<file path="config.mk">
export PLATFORM = sky130hd
export DESIGN_NAME = pong_pixel_gen_flat
export DESIGN_NICKNAME = d
export VERILOG_FILES = /design/src/rtl/pong_pixel_gen_if.sv /design/src/rtl/pong_pixel_gen.sv /design/src/flat_wrapper.sv
export SDC_FILE = /design/constraint.sdc
export NUM_CORES = 1
export LEC_CHECK = 0
export BUFFER_PORTS_ARGS = -buffer_cell sky130_fd_sc_hd__buf_2
export CAP_MARGIN = 25
export CORE_MARGIN = 1.5
export CORE_UTILIZATION = 56
export CTS_BUF_LIST = sky130_fd_sc_hd__clkbuf_16
export DETAILED_ROUTE_END_ITERATION = 12
export PLACE_DENSITY = 0.79
export SYNTH_ARGS = -nofsm -noshare
export SYNTH_HDL_FRONTEND = slang
export SYNTH_SLANG_ARGS = --single-unit
export TNS_END_PERCENT = 30
</file>
<file path="constraint.sdc">
create_clock -name CLK -period 2.8 [get_ports CLK]
set_input_delay 0 -clock CLK [delete_from_list [all_inputs] [get_ports CLK]]
set_output_delay 0 -clock CLK [all_outputs]
set_load 0.02 [all_outputs]
</file>
<file path="src/rtl/pong_pixel_gen_if.sv">
// Video timing, button and VGA pin bundle shared by the timing controller side
// (master) and the Pong pixel generator (slave).
interface pong_pixel_gen_if;
  logic        CE;
  logic        VIDEO_ON;
  logic        HSYNC_IN;
  logic        VSYNC_IN;
  logic [9:0]  X;
  logic [9:0]  Y;
  logic        BTN_UP_L;
  logic        BTN_DN_L;
  logic        BTN_UP_R;
  logic        BTN_DN_R;
  logic [11:0] RGB;
  logic        HSYNC;
  logic        VSYNC;
  logic [3:0]  SCORE_L;
  logic [3:0]  SCORE_R;
  logic        GAME_OVER;

  modport master (
    output CE, VIDEO_ON, HSYNC_IN, VSYNC_IN, X, Y,
    output BTN_UP_L, BTN_DN_L, BTN_UP_R, BTN_DN_R,
    input  RGB, HSYNC, VSYNC, SCORE_L, SCORE_R, GAME_OVER
  );

  modport slave (
    input  CE, VIDEO_ON, HSYNC_IN, VSYNC_IN, X, Y,
    input  BTN_UP_L, BTN_DN_L, BTN_UP_R, BTN_DN_R,
    output RGB, HSYNC, VSYNC, SCORE_L, SCORE_R, GAME_OVER
  );
endinterface

</file>
<file path="src/rtl/pong_pixel_gen.sv">
// Pong game state (paddles, ball, scores) updated once per frame, plus the
// registered RGB pixel and one-pixel re-timed syncs that drive the VGA pins.
//
// state    | meaning
// ---------+-------------------------------------------------------------
// ST_SERVE | ball parked at centre, serve counter runs for SERVE_FRAMES
// ST_PLAY  | ball moves, bounces off walls/paddles, misses score a point
// ST_OVER  | a player reached WIN_SCORE; ball hidden, paddles frozen
module pong_pixel_gen #(
  parameter int PADDLE_H     = 80,
  parameter int PADDLE_SPEED = 4,
  parameter int BALL_SPEED   = 2,
  parameter int PAD_L_X      = 32,
  parameter int PAD_R_X      = 600,
  parameter int SERVE_FRAMES = 60,
  parameter int WIN_SCORE    = 9
) (
  input  logic             CLK,
  input  logic             RESET,
  pong_pixel_gen_if.slave  vga
);

  typedef enum logic [1:0] {ST_SERVE, ST_PLAY, ST_OVER} state_t;

  localparam int SRV_W = (SERVE_FRAMES > 1) ? $clog2(SERVE_FRAMES) : 1;

  localparam logic [9:0]       PTOP_MAX = 10'(480 - PADDLE_H);
  localparam logic [9:0]       PTOP_RST = 10'((480 - PADDLE_H) / 2);
  localparam logic [9:0]       PS10     = 10'(PADDLE_SPEED);
  localparam logic [9:0]       BALL_X0  = 10'd316;
  localparam logic [9:0]       BALL_Y0  = 10'd236;
  localparam logic [10:0]      BS       = 11'(BALL_SPEED);
  localparam logic [10:0]      X_MAX    = 11'd632;
  localparam logic [10:0]      Y_MAX    = 11'd472;
  localparam logic [10:0]      PLX      = 11'(PAD_L_X);
  localparam logic [10:0]      PRX      = 11'(PAD_R_X);
  localparam logic [10:0]      PH       = 11'(PADDLE_H);
  localparam logic [SRV_W-1:0] SRV_LAST = SRV_W'(SERVE_FRAMES - 1);
  localparam logic [3:0]       WIN4     = 4'(WIN_SCORE);

  state_t            state_q, state_d;
  logic [SRV_W-1:0]  srv_cnt_q, srv_cnt_d;
  logic [9:0]        pad_l_q, pad_l_d, pad_r_q, pad_r_d;
  logic [9:0]        ball_x_q, ball_x_d, ball_y_q, ball_y_d;
  logic              vx_q, vx_d, vy_q, vy_d;       // 1 = positive direction
  logic [3:0]        score_l_q, score_l_d, score_r_q, score_r_d;
  logic [11:0]       rgb_q, rgb_d;
  logic              hsync_q, hsync_d, vsync_q, vsync_d;

  logic              tick;
  logic [10:0]       bx, by, pl, pr, xx, yy;
  logic              ball_px, pad_px, net_px;

  // Frame tick lands on the first blanked line, so rendering never sees a half-updated frame.
  assign tick = vga.CE && (vga.X == 10'd0) && (vga.Y == 10'd480);

  assign bx = {1'b0, ball_x_q};
  assign by = {1'b0, ball_y_q};
  assign pl = {1'b0, pad_l_q};
  assign pr = {1'b0, pad_r_q};
  assign xx = {1'b0, vga.X};
  assign yy = {1'b0, vga.Y};

  function automatic logic [9:0] pad_step(input logic [9:0] top, input logic up, input logic dn);
    logic [9:0] r;
    r = top;
    if (up && !dn)      r = (top < PS10) ? 10'd0 : top - PS10;
    else if (dn && !up) r = (top > PTOP_MAX - PS10) ? PTOP_MAX : top + PS10;
    return r;
  endfunction

  // Per-frame game update: paddles, serve sequencing, ball motion and scoring.
  always_comb begin
    state_d   = state_q;
    srv_cnt_d = srv_cnt_q;
    pad_l_d   = pad_l_q;
    pad_r_d   = pad_r_q;
    ball_x_d  = ball_x_q;
    ball_y_d  = ball_y_q;
    vx_d      = vx_q;
    vy_d      = vy_q;
    score_l_d = score_l_q;
    score_r_d = score_r_q;
    if (tick) begin
      if (state_q != ST_OVER) begin
        pad_l_d = pad_step(pad_l_q, vga.BTN_UP_L, vga.BTN_DN_L);
        pad_r_d = pad_step(pad_r_q, vga.BTN_UP_R, vga.BTN_DN_R);
      end
      case (state_q)
        ST_SERVE: begin
          ball_x_d = BALL_X0;
          ball_y_d = BALL_Y0;
          if (srv_cnt_q == SRV_LAST) begin
            srv_cnt_d = '0;
            state_d   = ST_PLAY;
          end else begin
            srv_cnt_d = srv_cnt_q + 1'b1;
          end
        end
        ST_PLAY: begin
          if (!vy_q && by < BS) begin
            ball_y_d = 10'd0;
            vy_d     = 1'b1;
          end else if (vy_q && (by + BS) > Y_MAX) begin
            ball_y_d = Y_MAX[9:0];
            vy_d     = 1'b0;
          end else if (vy_q) begin
            ball_y_d = 10'(by + BS);
          end else begin
            ball_y_d = 10'(by - BS);
          end

          // A miss overrides any wall bounce position: the ball re-centres for the serve.
          if (!vx_q && bx < BS) begin
            score_r_d = score_r_q + 4'd1;
            state_d   = (score_r_d == WIN4) ? ST_OVER : ST_SERVE;
            vx_d      = 1'b1;
            ball_x_d  = BALL_X0;
            ball_y_d  = BALL_Y0;
          end else if (vx_q && (bx + BS) > X_MAX) begin
            score_l_d = score_l_q + 4'd1;
            state_d   = (score_l_d == WIN4) ? ST_OVER : ST_SERVE;
            vx_d      = 1'b0;
            ball_x_d  = BALL_X0;
            ball_y_d  = BALL_Y0;
          end else if (!vx_q && bx <= PLX + 11'd8 + BS && bx >= PLX &&
                       (by + 11'd8) > pl && by < (pl + PH)) begin
            ball_x_d = 10'(PLX + 11'd8);
            vx_d     = 1'b1;
          end else if (vx_q && (bx + 11'd8 + BS) >= PRX && bx <= PRX &&
                       (by + 11'd8) > pr && by < (pr + PH)) begin
            ball_x_d = 10'(PRX - 11'd8);
            vx_d     = 1'b0;
          end else if (vx_q) begin
            ball_x_d = 10'(bx + BS);
          end else begin
            ball_x_d = 10'(bx - BS);
          end
        end
        default: ;
      endcase
    end
  end

  assign ball_px = (state_q != ST_OVER) &&
                   (xx >= bx) && (xx < bx + 11'd8) && (yy >= by) && (yy < by + 11'd8);
  assign pad_px  = ((xx >= PLX) && (xx < PLX + 11'd8) && (yy >= pl) && (yy < pl + PH)) ||
                   ((xx >= PRX) && (xx < PRX + 11'd8) && (yy >= pr) && (yy < pr + PH));
  assign net_px  = (xx >= 11'd318) && (xx <= 11'd321) && !vga.Y[3];

  // Pixel colour and sync re-timing, one pixel behind the incoming coordinates.
  always_comb begin
    rgb_d   = rgb_q;
    hsync_d = hsync_q;
    vsync_d = vsync_q;
    if (vga.CE) begin
      hsync_d = vga.HSYNC_IN;
      vsync_d = vga.VSYNC_IN;
      if (!vga.VIDEO_ON) rgb_d = 12'h000;
      else if (ball_px)  rgb_d = 12'hFFF;
      else if (pad_px)   rgb_d = 12'h0F0;
      else if (net_px)   rgb_d = 12'h888;
      else               rgb_d = 12'h000;
    end
  end

  // State registers advance on pixel-strobe cycles; reset wins on any edge.
  always_ff @(posedge CLK) begin
    if (RESET) begin
      state_q   <= ST_SERVE;
      srv_cnt_q <= '0;
      pad_l_q   <= PTOP_RST;
      pad_r_q   <= PTOP_RST;
      ball_x_q  <= BALL_X0;
      ball_y_q  <= BALL_Y0;
      vx_q      <= 1'b1;
      vy_q      <= 1'b1;
      score_l_q <= 4'd0;
      score_r_q <= 4'd0;
      rgb_q     <= 12'h000;
      hsync_q   <= 1'b0;
      vsync_q   <= 1'b0;
    end else if (vga.CE) begin
      state_q   <= state_d;
      srv_cnt_q <= srv_cnt_d;
      pad_l_q   <= pad_l_d;
      pad_r_q   <= pad_r_d;
      ball_x_q  <= ball_x_d;
      ball_y_q  <= ball_y_d;
      vx_q      <= vx_d;
      vy_q      <= vy_d;
      score_l_q <= score_l_d;
      score_r_q <= score_r_d;
      rgb_q     <= rgb_d;
      hsync_q   <= hsync_d;
      vsync_q   <= vsync_d;
    end
  end

  assign vga.RGB       = rgb_q;
  assign vga.HSYNC     = hsync_q;
  assign vga.VSYNC     = vsync_q;
  assign vga.SCORE_L   = score_l_q;
  assign vga.SCORE_R   = score_r_q;
  assign vga.GAME_OVER = (state_q == ST_OVER);

endmodule

</file>
<file path="src/flat_wrapper.sv">
// flat-port wrapper written by rule: the top's interface ports become plain ports
module pong_pixel_gen_flat 
#(
  parameter int PADDLE_H     = 80,
  parameter int PADDLE_SPEED = 4,
  parameter int BALL_SPEED   = 2,
  parameter int PAD_L_X      = 32,
  parameter int PAD_R_X      = 600,
  parameter int SERVE_FRAMES = 60,
  parameter int WIN_SCORE    = 9
)
  (CLK, RESET, vga_CE, vga_VIDEO_ON, vga_HSYNC_IN, vga_VSYNC_IN, vga_X, vga_Y, vga_BTN_UP_L, vga_BTN_DN_L, vga_BTN_UP_R, vga_BTN_DN_R, vga_RGB, vga_HSYNC, vga_VSYNC, vga_SCORE_L, vga_SCORE_R, vga_GAME_OVER);
  pong_pixel_gen_if vga_i ();
  input  logic CLK;
  input  logic RESET;
  input wire logic [$bits(vga_i.CE)-1:0] vga_CE;
  input wire logic [$bits(vga_i.VIDEO_ON)-1:0] vga_VIDEO_ON;
  input wire logic [$bits(vga_i.HSYNC_IN)-1:0] vga_HSYNC_IN;
  input wire logic [$bits(vga_i.VSYNC_IN)-1:0] vga_VSYNC_IN;
  input wire logic [$bits(vga_i.X)-1:0] vga_X;
  input wire logic [$bits(vga_i.Y)-1:0] vga_Y;
  input wire logic [$bits(vga_i.BTN_UP_L)-1:0] vga_BTN_UP_L;
  input wire logic [$bits(vga_i.BTN_DN_L)-1:0] vga_BTN_DN_L;
  input wire logic [$bits(vga_i.BTN_UP_R)-1:0] vga_BTN_UP_R;
  input wire logic [$bits(vga_i.BTN_DN_R)-1:0] vga_BTN_DN_R;
  output wire logic [$bits(vga_i.RGB)-1:0] vga_RGB;
  output wire logic [$bits(vga_i.HSYNC)-1:0] vga_HSYNC;
  output wire logic [$bits(vga_i.VSYNC)-1:0] vga_VSYNC;
  output wire logic [$bits(vga_i.SCORE_L)-1:0] vga_SCORE_L;
  output wire logic [$bits(vga_i.SCORE_R)-1:0] vga_SCORE_R;
  output wire logic [$bits(vga_i.GAME_OVER)-1:0] vga_GAME_OVER;
  assign vga_i.CE = vga_CE;
  assign vga_i.VIDEO_ON = vga_VIDEO_ON;
  assign vga_i.HSYNC_IN = vga_HSYNC_IN;
  assign vga_i.VSYNC_IN = vga_VSYNC_IN;
  assign vga_i.X = vga_X;
  assign vga_i.Y = vga_Y;
  assign vga_i.BTN_UP_L = vga_BTN_UP_L;
  assign vga_i.BTN_DN_L = vga_BTN_DN_L;
  assign vga_i.BTN_UP_R = vga_BTN_UP_R;
  assign vga_i.BTN_DN_R = vga_BTN_DN_R;
  assign vga_RGB = vga_i.RGB;
  assign vga_HSYNC = vga_i.HSYNC;
  assign vga_VSYNC = vga_i.VSYNC;
  assign vga_SCORE_L = vga_i.SCORE_L;
  assign vga_SCORE_R = vga_i.SCORE_R;
  assign vga_GAME_OVER = vga_i.GAME_OVER;
  pong_pixel_gen #(.PADDLE_H(PADDLE_H), .PADDLE_SPEED(PADDLE_SPEED), .BALL_SPEED(BALL_SPEED), .PAD_L_X(PAD_L_X), .PAD_R_X(PAD_R_X), .SERVE_FRAMES(SERVE_FRAMES), .WIN_SCORE(WIN_SCORE)) u_core (.CLK(CLK), .RESET(RESET), .vga(vga_i));
endmodule
</file>
==> reports/summary.md, run 1 <==
### Outcome
• finished with violations — result of the run
• negative setup slack — failing checks

### Placement
• 0.007632 mm^2 — placed cell area
• 1.022 — final estimated routing congestion in global placement
• 16340 um — post-DP HPWL
• 52 — number of I/O port buffers

### Finish
• 23.23% — Area Growth Syn to Fin
• 0.008297 mm^2 — final design instance area without fill
• 22.42% — layout cell share with drive strength beyond 1
• 1142 — final layout net count
• 906 — count of filler cells inserted in the layout
• 71.74% — final core utilization
• 0.005389 mm^2 — area of combinational cells with multiple inputs
• 0 — antenna cell count
• 0.001182 mm^2 — sequential cell area

### Critical path
• register — nature of the critical path endpoint
• register to register — start-to-end type of the worst setup path
• u_core.ball_x_q[5] — capturing instance or port of the critical path
• u_core.ball_y_q[4] — beginning of the worst register-to-register path
• -0.08 ns — setup slack, reg-to-reg
• 6 — maximum fanout along the worst path
• 3.01 ns — required time of the critical path
• register — startpoint type of the worst setup path
• u_core.ball_y_q[4] — beginning of the critical path
• 11 — Worst R2R Path Depth
• 3.10 ns — Arrival @ worst endpoint
• u_core.ball_x_q[5] — Reg-to-Reg End

### Clock network
• 3 — maximum level of the CTS H-tree
• 0.06 ns — clock-pin slew on the worst setup and hold paths
• 9 — TritonCTS Buffers
• clkbuf_16 — clock root buffer
• done — TritonCTS clock tree
• 2 — number of buffers on the longest clock path
• 0.34 ns — source-to-sink clock delay at the later pin of the worst-skew pair
• 58 — sink count of the clock tree

### Power
• 26.98% — Sw Share
• 0.4671 mV — Worst IR Drop VDD
• 14.7% — relative contribution of combinational cells to total power
• 37.1% — proportion of power drawn by flip-flops and latches
• 2.254 mW — overall power after layout
• 271.7 mW/mm^2 — PwrDens
• 1.646 mW — Cell Int Power
• 48.3% — power share of the clock group
• 608.0 uW — switching power
• 3.577 nW — Static Leakage

### STA
• 0.008875 ns — maximum clock skew at final layout
• 0 — max-slew violations
• -0.08425 ns — least setup slack across all paths after layout
• 2.884 ns — final critical-path required period
• 0.8136 ns — Worst Tran Pin Value
• true — unrepaired setup endpoints after global routing
• 0.09747 ns — Hold WS
• 0.3467 GHz — upper clock frequency limit
• 103.0% — Final period util
• 6 — final-report setup violation count
• 0 — Final Hold Fails
• 45.76% — max-slew headroom at the worst pin

### Global route
• 41 — maximum number of pins on one net before global-route repair
• 33400 um — global-route wire length before repair
• 6673 — vias in the first global route
• 0 — leftover overflow at the end of global routing
• 0 — antenna violations before repair
• 33.04% — GRT Resource Usage Total

### Drt
• 22270 um — routed wire length
• 0 — DRT antenna net count
• 6.568 — routed vias/inst
• 7501 — number of vias after detailed routing
• 0 — Remaining DRCs
• 860 — number of violations reported at the end of detailed-routing iteration 0
• 19.50 um — WL per Instance
• 5 — Pre-Repair DR Iteration Count

### Synth
• 0.006733 mm^2 — post-synthesis instance area
• 7.695 um^2 — syn avg cell area
• ha_1 — largest area contributor in the netlist
• 58 — number of flip-flops and latches in the synthesized netlist
• 21.93% — fraction of synthesized cell area taken by the top area cell type
• 875 — synthesized instance count
• 80 — distinct cell type count of the synthesized netlist
• 0 — Yosys Warn Count
• ha_1 (22%), dfxtp_1 (17%), a21oi_1 (5.2%), nor2_1 (4.2%), xnor2_1 (3.6%) — top cells by area, synth
• 0% — proportion of register bits with asynchronous set or reset after synthesis
• 1023 — Post-Synthesis Net Count
• 0 — count of flip-flops with a built-in enable after synthesis
• dfxtp_1 — flip-flop cell with the highest count after synthesis
• 17.25% — share of synthesized area occupied by flip-flops and latches

### Die
• 0.01269 mm^2 — Die Area
• 112.7 um — width of the die
• 58.22% — effective utilization at floorplan
• 53 — # IOs
• 112.7 um — Die Span Y
• 39 — Rows
• 0.01156 mm^2 — Core Box Area

### Hold path
• input pin to register — path category of the worst min-delay check

### Flow run
• 0 — Max Cap Violations

[through the flow]
stage,TNS (ns),std cells,setup slack [ns]
CTS,0,1135,0.008317
floorplan,0,875,0.01527
global placement,-0.03517,1114,-0.03001
detailed placement,-0.2167,1114,-0.09182
finish,-0.2775,1142,-0.08425
global route,-0.9462,1142,-0.1599
[cell type report]
class,instances,area share (%)
Multi-Input combinational cell,713,64.95
Sequential cell,58,14.25
Timing Repair Buffer,153,12.52
Clock buffer,9,2.715
Inverter,59,2.669
Tap cell,143,2.157
Clock inverter,7,0.7390
[power groups by stage]
stage | clock [mW] | combinational (mW) | sequential (mW)
finish | 1.09 | 0.330 | 0.836
global placement | 0 | 0.299 | 0.854
CTS | 1.11 | 0.311 | 0.837
global route | 1.14 | 0.358 | 0.836
floorplan | 0 | 0.178 | 0.855
detailed placement | 0 | 0.305 | 0.854
[registers in the layout, summed over array words and instances (netlist names), 2 cells and up]
register	count
u_core.ball_x_q	9
u_core.ball_y_q	9
u_core.pad_l_q	8
u_core.pad_r_q	8
u_core.srv_cnt_q	6
u_core.state_q	2
u_core.vga.RGB	4
u_core.vga.SCORE_L	4
u_core.vga.SCORE_R	4
[synth_stat cells (11+ instances only)]
cell and instances:
dfxtp_1 58, clkbuf_1 27, nand2b_1 15, a21oi_1 70, o22ai_1 11, xnor2_1 28, nand4_1 19, xor2_1 11
inv_1 57, nor3_1 22, ha_1 118, o21a_1 16, nand3_1 24, o211ai_1 14, nand2_1 59, nor2_1 76
o21ai_0 45, a31oi_1 20
[metal layers]
metal	part of all wire [%]	global-route usage, %	routed length (um)	up-vias
li1	-	-	-	3501
met1	40	41.44	8829	3430
met2	45	54.02	10080	470
met3	9.7	7.289	2158	100
met4	5.4	15.44	1196	0
met5	0	0	0	-
[cells in the final DEF, fill, tap and decap left out, types with 16 or more instances in the layout]
cell / netlist / final
nand4_1: 19 / 19
nand3_1: 24 / 20
o21a_1: 16 / 16
o21ai_0: 45 / 41
dfxtp_1: 58 / 47
buf_2: 5 / 52
a21oi_1: 70 / 67
nand2_1: 59 / 58
inv_1: 57 / 58
xnor2_1: 28 / 23
ha_1: 118 / 112
nor2_1: 76 / 74
buf_4: 10 / 95
a31oi_1: 20 / 20
nor3_1: 22 / 21
[logic make-up (layout without fill, tap and decap cells)]
kind of cell	after synthesis	count (layout)	synth area share, %
AO/OA/AOI/OAI	263	263	26.07
XOR/XNOR	41	41	5.557
adder cells (fa/ha/maj)	118	118	21.93
buffers and inverters	104	228	6.449
flip-flops	58	58	17.25
multiplexers	9	9	1.375
AND/OR/NAND/NOR	282	282	21.37
[critical path, cell delays in order (launching register included)]
cell,delay [ns]
dfxtp_4,0.39
ha_4,0.16
nand3_4,0.07
xnor2_2,0.15
ha_1,0.32
nand4_1,0.18
o41ai_1,0.40
nand3b_1,0.27
a211oi_4,0.43
buf_6,0.17
a21oi_2,0.05
a2bb2oi_1,0.16
[worst min-delay path by stage]
stage	from	to	depth (start not counted)
2_1_floorplan	vga_HSYNC_IN	u_core.vga.HSYNC	2
3_3_place_gp	vga_VSYNC_IN	u_core.vga.VSYNC	3
3_5_place_dp	vga_VSYNC_IN	u_core.vga.VSYNC	3
4_1_cts	vga_CE	u_core.vga.VSYNC	3
5_1_grt	vga_CE	u_core.vga.VSYNC	3
6_report	vga_CE	u_core.vga.VSYNC	3
[timing repair]
item                                    CTS  global route
resized for setup                         7            55
hold buffers                              2             0
setup buffers                             3             7
pin swaps                                 3            22
hold endpoints to repair                  2             0
endpoints found under the setup margin   11            19
Power figures use the tool's default switching activity.
==> inputs of run 2 (changes only) <==
--- a/config.mk
+++ b/config.mk
@@ -8,10 +8,10 @@
 export BUFFER_PORTS_ARGS = -buffer_cell sky130_fd_sc_hd__buf_2
 export CAP_MARGIN = 25
 export CORE_MARGIN = 1.5
-export CORE_UTILIZATION = 56
+export CORE_UTILIZATION = 60
 export CTS_BUF_LIST = sky130_fd_sc_hd__clkbuf_16
 export DETAILED_ROUTE_END_ITERATION = 12
-export PLACE_DENSITY = 0.79
+export PLACE_DENSITY = 0.81
 export SYNTH_ARGS = -nofsm -noshare
 export SYNTH_HDL_FRONTEND = slang
 export SYNTH_SLANG_ARGS = --single-unit
==> constraint.sdc (replaced) <==
create_clock -name CLK -period 2.9 [get_ports CLK]
set_input_delay 0 -clock CLK [delete_from_list [all_inputs] [get_ports CLK]]
set_output_delay 0 -clock CLK [all_outputs]
set_load 0.02 [all_outputs]
==> run 2 against run 1 <==
  * Worst setup slack better by 0.18 ns
  * Maximum frequency is 3.0% higher
  * The flow now finishes without violations
  * Flip-flop and latch count stayed put
  * Utilization is 0.93 points higher
  * Sequential share of layout area is 0.60 points higher
  * Critical endpoint is now u_core.vx_q
  * Count of clock-buffer cells in the layout stayed put
  * Worst hold slack worse by 0.023 ns
  * Largest cell class unchanged
  * Critical path depth is 2 higher
==> reports/summary.md, run 2 (same netlist as run 1, synthesis figures left out) <==
### Placement
• 1.040 — final estimated routing congestion in global placement, +1.7%
• 52 — number of I/O port buffers, unchanged
• 0.007463 mm^2 — placed cell area, -2.2%
• 16040 um — post-DP HPWL, -1.8%

### STA
• 0.7933 ns — Worst Tran Pin Value, -0.02029 ns
• 0 — final-report setup violation count, -6
• true — unrepaired setup endpoints after global routing
• 0.3570 GHz — upper clock frequency limit, +3.0%
• 2.801 ns — final critical-path required period, -0.08339 ns
• 0 — max-slew violations, unchanged
• 0.008002 ns — maximum clock skew at final layout, -0.0008731 ns
• 96.58% — Final period util, -6.4 points
• 47.11% — max-slew headroom at the worst pin, +1.4 points
• 0 — Final Hold Fails, unchanged

### Critical path
• register — startpoint type of the worst setup path
• register — nature of the critical path endpoint
• 9 — maximum fanout along the worst path, +3
• 4 — count of buffer and inverter cells on the critical path, +3
• buffers and inverters — Top delay family on crit path
• dfxtp_1 — slowest CP cell
• 3.14 ns — required time of the critical path, +0.13 ns
• 0.37 ns — largest incremental delay on the critical path, -0.06 ns
• buf_4 -> and3_1 -> nand3_1 -> xnor2_1 -> buf_4 -> ha_1 -> inv_1 -> o31a_1 -> nor3_1 -> buf_4 -> a211o_1 -> nor3_1 -> o31ai_1 — worst-path cell chain
• buf_4 — Worst path most repeated cell
• 3.04 ns — Arrival @ worst endpoint, -0.06 ns
• register to register — start-to-end type of the worst setup path

### Global route
• 32990 um — global-route wire length before repair, -1.2%
• 35.81% — GRT Resource Usage Total, +2.8 points
• 41 — maximum number of pins on one net before global-route repair, unchanged
• 6569 — vias in the first global route, -1.6%
• 1 — antenna violations before repair, +1
• 0 — leftover overflow at the end of global routing, unchanged

### Finish
• 0.007913 mm^2 — final design instance area without fill, -4.6%
• 17.52% — Area Growth Syn to Fin
• 17.66% — layout cell share with drive strength beyond 1, -4.8 points
• 0.001175 mm^2 — sequential cell area, -0.63%
• 0 — antenna cell count, unchanged
• ha_1 — leading cell type in the layout, fill and taps excluded
• 72.67% — final core utilization, +0.93 points
• 902 — count of filler cells inserted in the layout, -0.44%
• ha_1 (117), nor2_1 (75), buf_4 (72), a21oi_1 (70), nand2_1 (59) — most frequent cells in the layout
• 1117 — final layout net count, -2.2%
• u_core.ball_x_q x9, u_core.ball_y_q x9 — Top Registers
• 0.005179 mm^2 — area of combinational cells with multiple inputs, -3.9%

### Clock network
• 0.34 ns — source-to-sink clock delay at the later pin of the worst-skew pair, about the same
• 58 — sink count of the clock tree, unchanged
• 9 — TritonCTS Buffers, unchanged
• clkbuf_16 — clock root buffer
• 0.05 ns — clock-pin slew on the worst setup and hold paths, about the same
• done — TritonCTS clock tree
• 2 — number of buffers on the longest clock path, unchanged
• 3 — maximum level of the CTS H-tree, unchanged

### Hold path
• input pin to register — path category of the worst min-delay check

### Power
• 573.6 uW — switching power, -5.7%
• 25.59% — Sw Share, -1.4 points
• 50.6% — power share of the clock group, +2.3 points
• 36.1% — proportion of power drawn by flip-flops and latches, -1.0 points
• 1.668 mW — Cell Int Power, +1.3%
• 283.2 mW/mm^2 — PwrDens, +4.3%
• 13.3% — relative contribution of combinational cells to total power, -1.4 points
• 3.439 nW — Static Leakage, -3.9%
• 0.4103 mV — Worst IR Drop VDD, -12%

### Drt
• 6.449 — routed vias/inst, -1.8%
• 18.85 um — WL per Instance, -3.3%
• 0 — DRT antenna net count, unchanged
• 21000 um — routed wire length, -5.7%
• 7184 — number of vias after detailed routing, -4.2%
• 677 — number of violations reported at the end of detailed-routing iteration 0, -21%
• 0 — Remaining DRCs, unchanged
• 5 — Pre-Repair DR Iteration Count, unchanged

### Die
• 0.01187 mm^2 — Die Area, -6.5%
• 61.84% — effective utilization at floorplan, +3.6 points
• 108.9 um — Die Span Y, -3.3%
• 0.01089 mm^2 — Core Box Area, -5.9%
• 108.9 um — width of the die, -3.3%
• 53 — # IOs, unchanged
• 38 — Rows, -2.6%

### Outcome
• completed — result of the run

### Flow run
• 0 — Max Cap Violations, unchanged

## run 2: cell types whose count changed in the layout (fill, tap and decap cells not counted), sizes merged
cell      before  now
buf          151  126
bufinv         1    2
clkinv         5    6
clkinvlp       2    0
## run 2: final cells by class
| class | instances | area share [%] |
|---|---|---|
| Multi-Input combinational cell | 713 | 65.45 |
| Sequential cell | 58 | 14.85 |
| Timing Repair Buffer | 128 | 10.77 |
| Clock buffer | 9 | 2.846 |
| Inverter | 59 | 2.799 |
| Tap cell | 140 | 2.214 |
| Clock inverter | 7 | 1.075 |
## run 2: what timing repair did
item	4_1_cts	5_1_grt
endpoints found under the setup margin	6	12
hold buffers	2	0
pin swaps	1	8
endpoints found under the hold margin	2	0
resized for setup	4	16
buffers inserted	2	6
## run 2: path summary, 6_finish.rpt
kind	from	endpoint	slack, ns	cells past startpoint
max	u_core.ball_y_q[7]	u_core.vx_q	0.1	13
min	vga_CE	u_core.vga.VSYNC	0.07	3
max reg2reg	u_core.ball_y_q[7]	u_core.vx_q	0.1	13
min reg2reg	u_core.vga.HSYNC	u_core.vga.HSYNC	0.49	2
## run 2: metrics by stage
stage | hold slack [ns] | total power, mW | worst slack [ns] | instances | TNS (ns)
after floorplan | 0.1472 | 0.9969 | 0.02072 | 875 | 0
after global placement | 0.2404 | 1.102 | 0.02676 | 1088 | 0
after detailed placement | 0.2471 | 1.108 | -0.09008 | 1088 | -0.1827
after CTS | 0.07028 | 2.236 | 0.01431 | 1108 | 0
after global routing | 0.08838 | 2.304 | -0.04510 | 1114 | -0.05508
final | 0.07403 | 2.241 | 0.09915 | 1114 | 0
## run 2: metal layers
layer  wire length, um  track usage [%]
met5                13                0
met4               997            17.11
met3              1997            7.412
met2              9266            57.81
met1              8720            45.35
## run 2: tightest hold or removal path: cells and delay by family
kind / cells / cell delay, ns
buffers and inverters: 1 / 0.20
muxes: 1 / 0.10
and+or+nand+nor: 1 / 0.07
## run 2: power by group through the flow
stage | Clock [mW] | Combinational (mW) | Sequential (mW)
2_1_floorplan | 0 | 0.171 | 0.826
3_3_place_gp | 0 | 0.276 | 0.825
3_5_place_dp | 0 | 0.282 | 0.826
4_1_cts | 1.14 | 0.287 | 0.810
5_1_grt | 1.17 | 0.327 | 0.810
6_report | 1.13 | 0.297 | 0.810
==> inputs of run 3 (changes only) <==
--- a/config.mk
+++ b/config.mk
@@ -8,10 +8,10 @@
 export BUFFER_PORTS_ARGS = -buffer_cell sky130_fd_sc_hd__buf_2
 export CAP_MARGIN = 25
 export CORE_MARGIN = 1.5
-export CORE_UTILIZATION = 60
+export CORE_UTILIZATION = 50
 export CTS_BUF_LIST = sky130_fd_sc_hd__clkbuf_16
 export DETAILED_ROUTE_END_ITERATION = 12
-export PLACE_DENSITY = 0.81
+export PLACE_DENSITY = 0.69
 export SYNTH_ARGS = -nofsm -noshare
 export SYNTH_HDL_FRONTEND = slang
 export SYNTH_SLANG_ARGS = --single-unit
==> run 3 against run 2 <==
  * Flip-flop and latch count unchanged
  * Via count down 1.3%
  * Routed wire length up 1.8%
  * Sequential share of layout area down 0.23 points
  * Critical path depth down 1
  * Utilization down 12 points
  * Critical path type unchanged
  * Worst setup slack worse by 0.0026 ns
  * Worst hold slack worse by 0.060 ns
  * Maximum frequency about the same
  * Count of clock-buffer cells in the layout unchanged
  * Clock skew down 0.0015 ns
==> reports/summary.md, run 3 (same netlist as run 1, synthesis figures left out) <==
### Power
• 2.323 mW — overall power after layout, +3.7%
• 3.429 nW — Static Leakage, -0.30%
• 289.9 mW/mm^2 — PwrDens, +2.4%
• 0.2872 mV — Worst IR Drop VDD, -30%

### Drt
• 0 — Remaining DRCs, unchanged
• 618 — number of violations reported at the end of detailed-routing iteration 0, -8.7%
• 7094 — number of vias after detailed routing, -1.3%
• 6.185 — routed vias/inst, -4.1%
• 8 — Pre-Repair DR Iteration Count, +3
• 0 — DRT antenna net count, unchanged
• 18.64 um — WL per Instance, -1.1%
• 21380 um — routed wire length, +1.8%

### Critical path
• register — nature of the critical path endpoint
• 0.39 ns — largest incremental delay on the critical path, +0.02 ns
• u_core.pad_l_q[4] — beginning of the worst register-to-register path
• u_core.ball_x_q[5] — capturing instance or port of the critical path
• register — startpoint type of the worst setup path
• o21ai_0 — Worst path most repeated cell
• 0.1 ns — setup slack, reg-to-reg, about the same
• ha_2 -> o21ai_0 -> xnor2_1 -> ha_1 -> o21ai_0 -> nor2_1 -> a2111oi_1 -> o311a_1 -> a211oi_4 -> buf_12 -> a21oi_1 -> a2bb2oi_1 — worst-path cell chain
• a2111oi_1 — slowest CP cell
• 3.18 ns — required time of the critical path, +0.04 ns
• u_core.ball_x_q[5] — Reg-to-Reg End
• register to register — start-to-end type of the worst setup path
• 3.08 ns — Arrival @ worst endpoint, +0.04 ns
• u_core.pad_l_q[4] — beginning of the critical path
• 12 — Worst R2R Path Depth, -1
• 5 — maximum fanout along the worst path, -4

### Placement
• 0.007503 mm^2 — placed cell area, +0.54%
• 52 — number of I/O port buffers, unchanged
• 1125 — Cells after DPL, +3.4%
• 0.9531 — final estimated routing congestion in global placement, -8.3%
• 16580 um — post-DP HPWL, +3.4%

### Clock network
• 9 — TritonCTS Buffers, unchanged
• 2 — number of buffers on the longest clock path, unchanged
• 3 — maximum level of the CTS H-tree, unchanged
• done — TritonCTS clock tree
• 58 — sink count of the clock tree, unchanged
• 0.35 ns — source-to-sink clock delay at the later pin of the worst-skew pair, about the same
• clkbuf_16 — clock root buffer
• 0.06 ns — clock-pin slew on the worst setup and hold paths, about the same

### Flow run
• 0 — Max Cap Violations, unchanged

### STA
• true — unrepaired setup endpoints after global routing
• 0.3567 GHz — upper clock frequency limit, about the same
• 0.8511 ns — Worst Tran Pin Value, +0.05781 ns
• 2.803 ns — final critical-path required period, +0.002589 ns
• 0.006481 ns — maximum clock skew at final layout, -0.001521 ns
• 42.46% — max-slew headroom at the worst pin, -4.7 points
• 0 — final-report setup violation count, unchanged
• 0 — Final Hold Fails, unchanged
• 96.67% — Final period util, about the same
• 0 — max-slew violations, unchanged

### Die
• 51.04% — effective utilization at floorplan, -11 points
• 53 — # IOs, unchanged
• 119.0 um — width of the die, +9.3%
• 0.01319 mm^2 — Core Box Area, +21%
• 0.01417 mm^2 — Die Area, +19%
• 119.0 um — Die Span Y, +9.3%
• 42 — Rows, +11%

### Global route
• 6443 — vias in the first global route, -1.9%
• 41 — maximum number of pins on one net before global-route repair, unchanged
• 4.502% — GR Util met3, -2.9 points
• 0 — leftover overflow at the end of global routing, unchanged
• met2 — layer carrying the most global-route usage
• 48.99% — met2 capacity usage during global routing, -8.8 points
• 42.23% — met1 usage in global routing, -3.1 points
• 0 — antenna violations before repair, -1
• 30.63% — GRT Resource Usage Total, -5.2 points
• 34490 um — global-route wire length before repair, +4.6%

### Finish
• 1147 — post-route insts no fill, +3.0%
• 1114 — final layout net count, -0.27%
• 19.03% — Area Growth Syn to Fin
• 1230 — count of filler cells inserted in the layout, +36%
• ha_1 (116), nor2_1 (75), a21oi_1 (70), buf_4 (68), nand2_1 (59) — most frequent cells in the layout
• 17.92% — layout cell share with drive strength beyond 1, +0.26 points
• 0.008014 mm^2 — final design instance area without fill, +1.3%
• ha_1 — leading cell type in the layout, fill and taps excluded
• u_core.ball_x_q x9, u_core.ball_y_q x9 — Top Registers
• 0 — antenna cell count, unchanged

### Hold path
• input pin to register — path category of the worst min-delay check

### Outcome
• completed — result of the run

run 3: changes by cell type in the layout (fill, tap and decap cells not counted), sizes merged:
cell,delta
clkbuf,+1
buf,-4
clkinvlp,+2
clkinv,-2
run 3: critical path, delay by kind of cell (launching register included):
| kind | cells | cell delay [ns] |
|---|---|---|
| adders and majority gates | 2 | 0.55 |
| AOI/OAI and AO/OA | 7 | 1.30 |
| and+or+nand+nor | 1 | 0.06 |
| xor gates and xnor gates | 1 | 0.35 |
| DFF | 1 | 0.33 |
| buffers and inverters | 1 | 0.15 |
run 3: what timing repair did:
| action | 4_1_cts | 5_1_grt |
|---|---|---|
| resized for setup | 1 | 24 |
| hold buffers | 2 | 0 |
| pin swaps | 1 | 7 |
| setup endpoints to repair | 4 | 13 |
| setup buffers | 1 | 2 |
| cloned | 0 | 1 |
| endpoints found under the hold margin | 2 | 0 |
run 3: worst min-delay path by stage:
stage | from | end | slack [ns] | cells past startpoint
finish | vga_CE | u_core.vga.VSYNC | 0.01 | 3
global route | vga_CE | u_core.vga.VSYNC | 0.05 | 3
floorplan | vga_HSYNC_IN | u_core.vga.HSYNC | 0.15 | 2
global placement | vga_VSYNC_IN | u_core.vga.VSYNC | 0.24 | 3
CTS | vga_CE | u_core.vga.VSYNC | 0.02 | 3
detailed placement | vga_VSYNC_IN | u_core.vga.VSYNC | 0.25 | 3
run 3: final cells by class:
class	instances	area [um^2]	area share [%]
Multi-Input combinational cell	713	5228	65.23
Sequential cell	58	1171	14.61
Timing Repair Buffer	125	847.1	10.57
Clock buffer	9	225.2	2.810
Inverter	59	221.5	2.763
Tap cell	176	220.2	2.748
Clock inverter	7	101.3	1.265
run 3: layer usage:
metal  vias to the layer above  part of all wire [%]
met5                         -                     0
met4                         0                   2.7
met3                        49                   6.8
met2                       288                    45
met1                      3331                    45
li1                       3426                     -
run 3: power breakdown:
part	switching [mW]	internal, mW	total, mW
Combinational	0.182	0.125	0.307
Sequential	0.00583	0.802	0.808
Clock	0.450	0.758	1.21
Total	0.639	1.68	2.32
run 3: stage by stage:
step	setup WS, ns	utilization [%]	hold slack (ns)	setup TNS (ns)
2_1_floorplan	0.02072	-	0.1472	0
3_3_place_gp	-0.01477	56.89	0.2406	-0.01477
3_5_place_dp	-0.07442	56.89	0.2519	-0.1324
4_1_cts	0.01536	59.68	0.01565	0
5_1_grt	-0.02144	60.76	0.04697	-0.03714
6_report	0.09656	60.76	0.01376	0
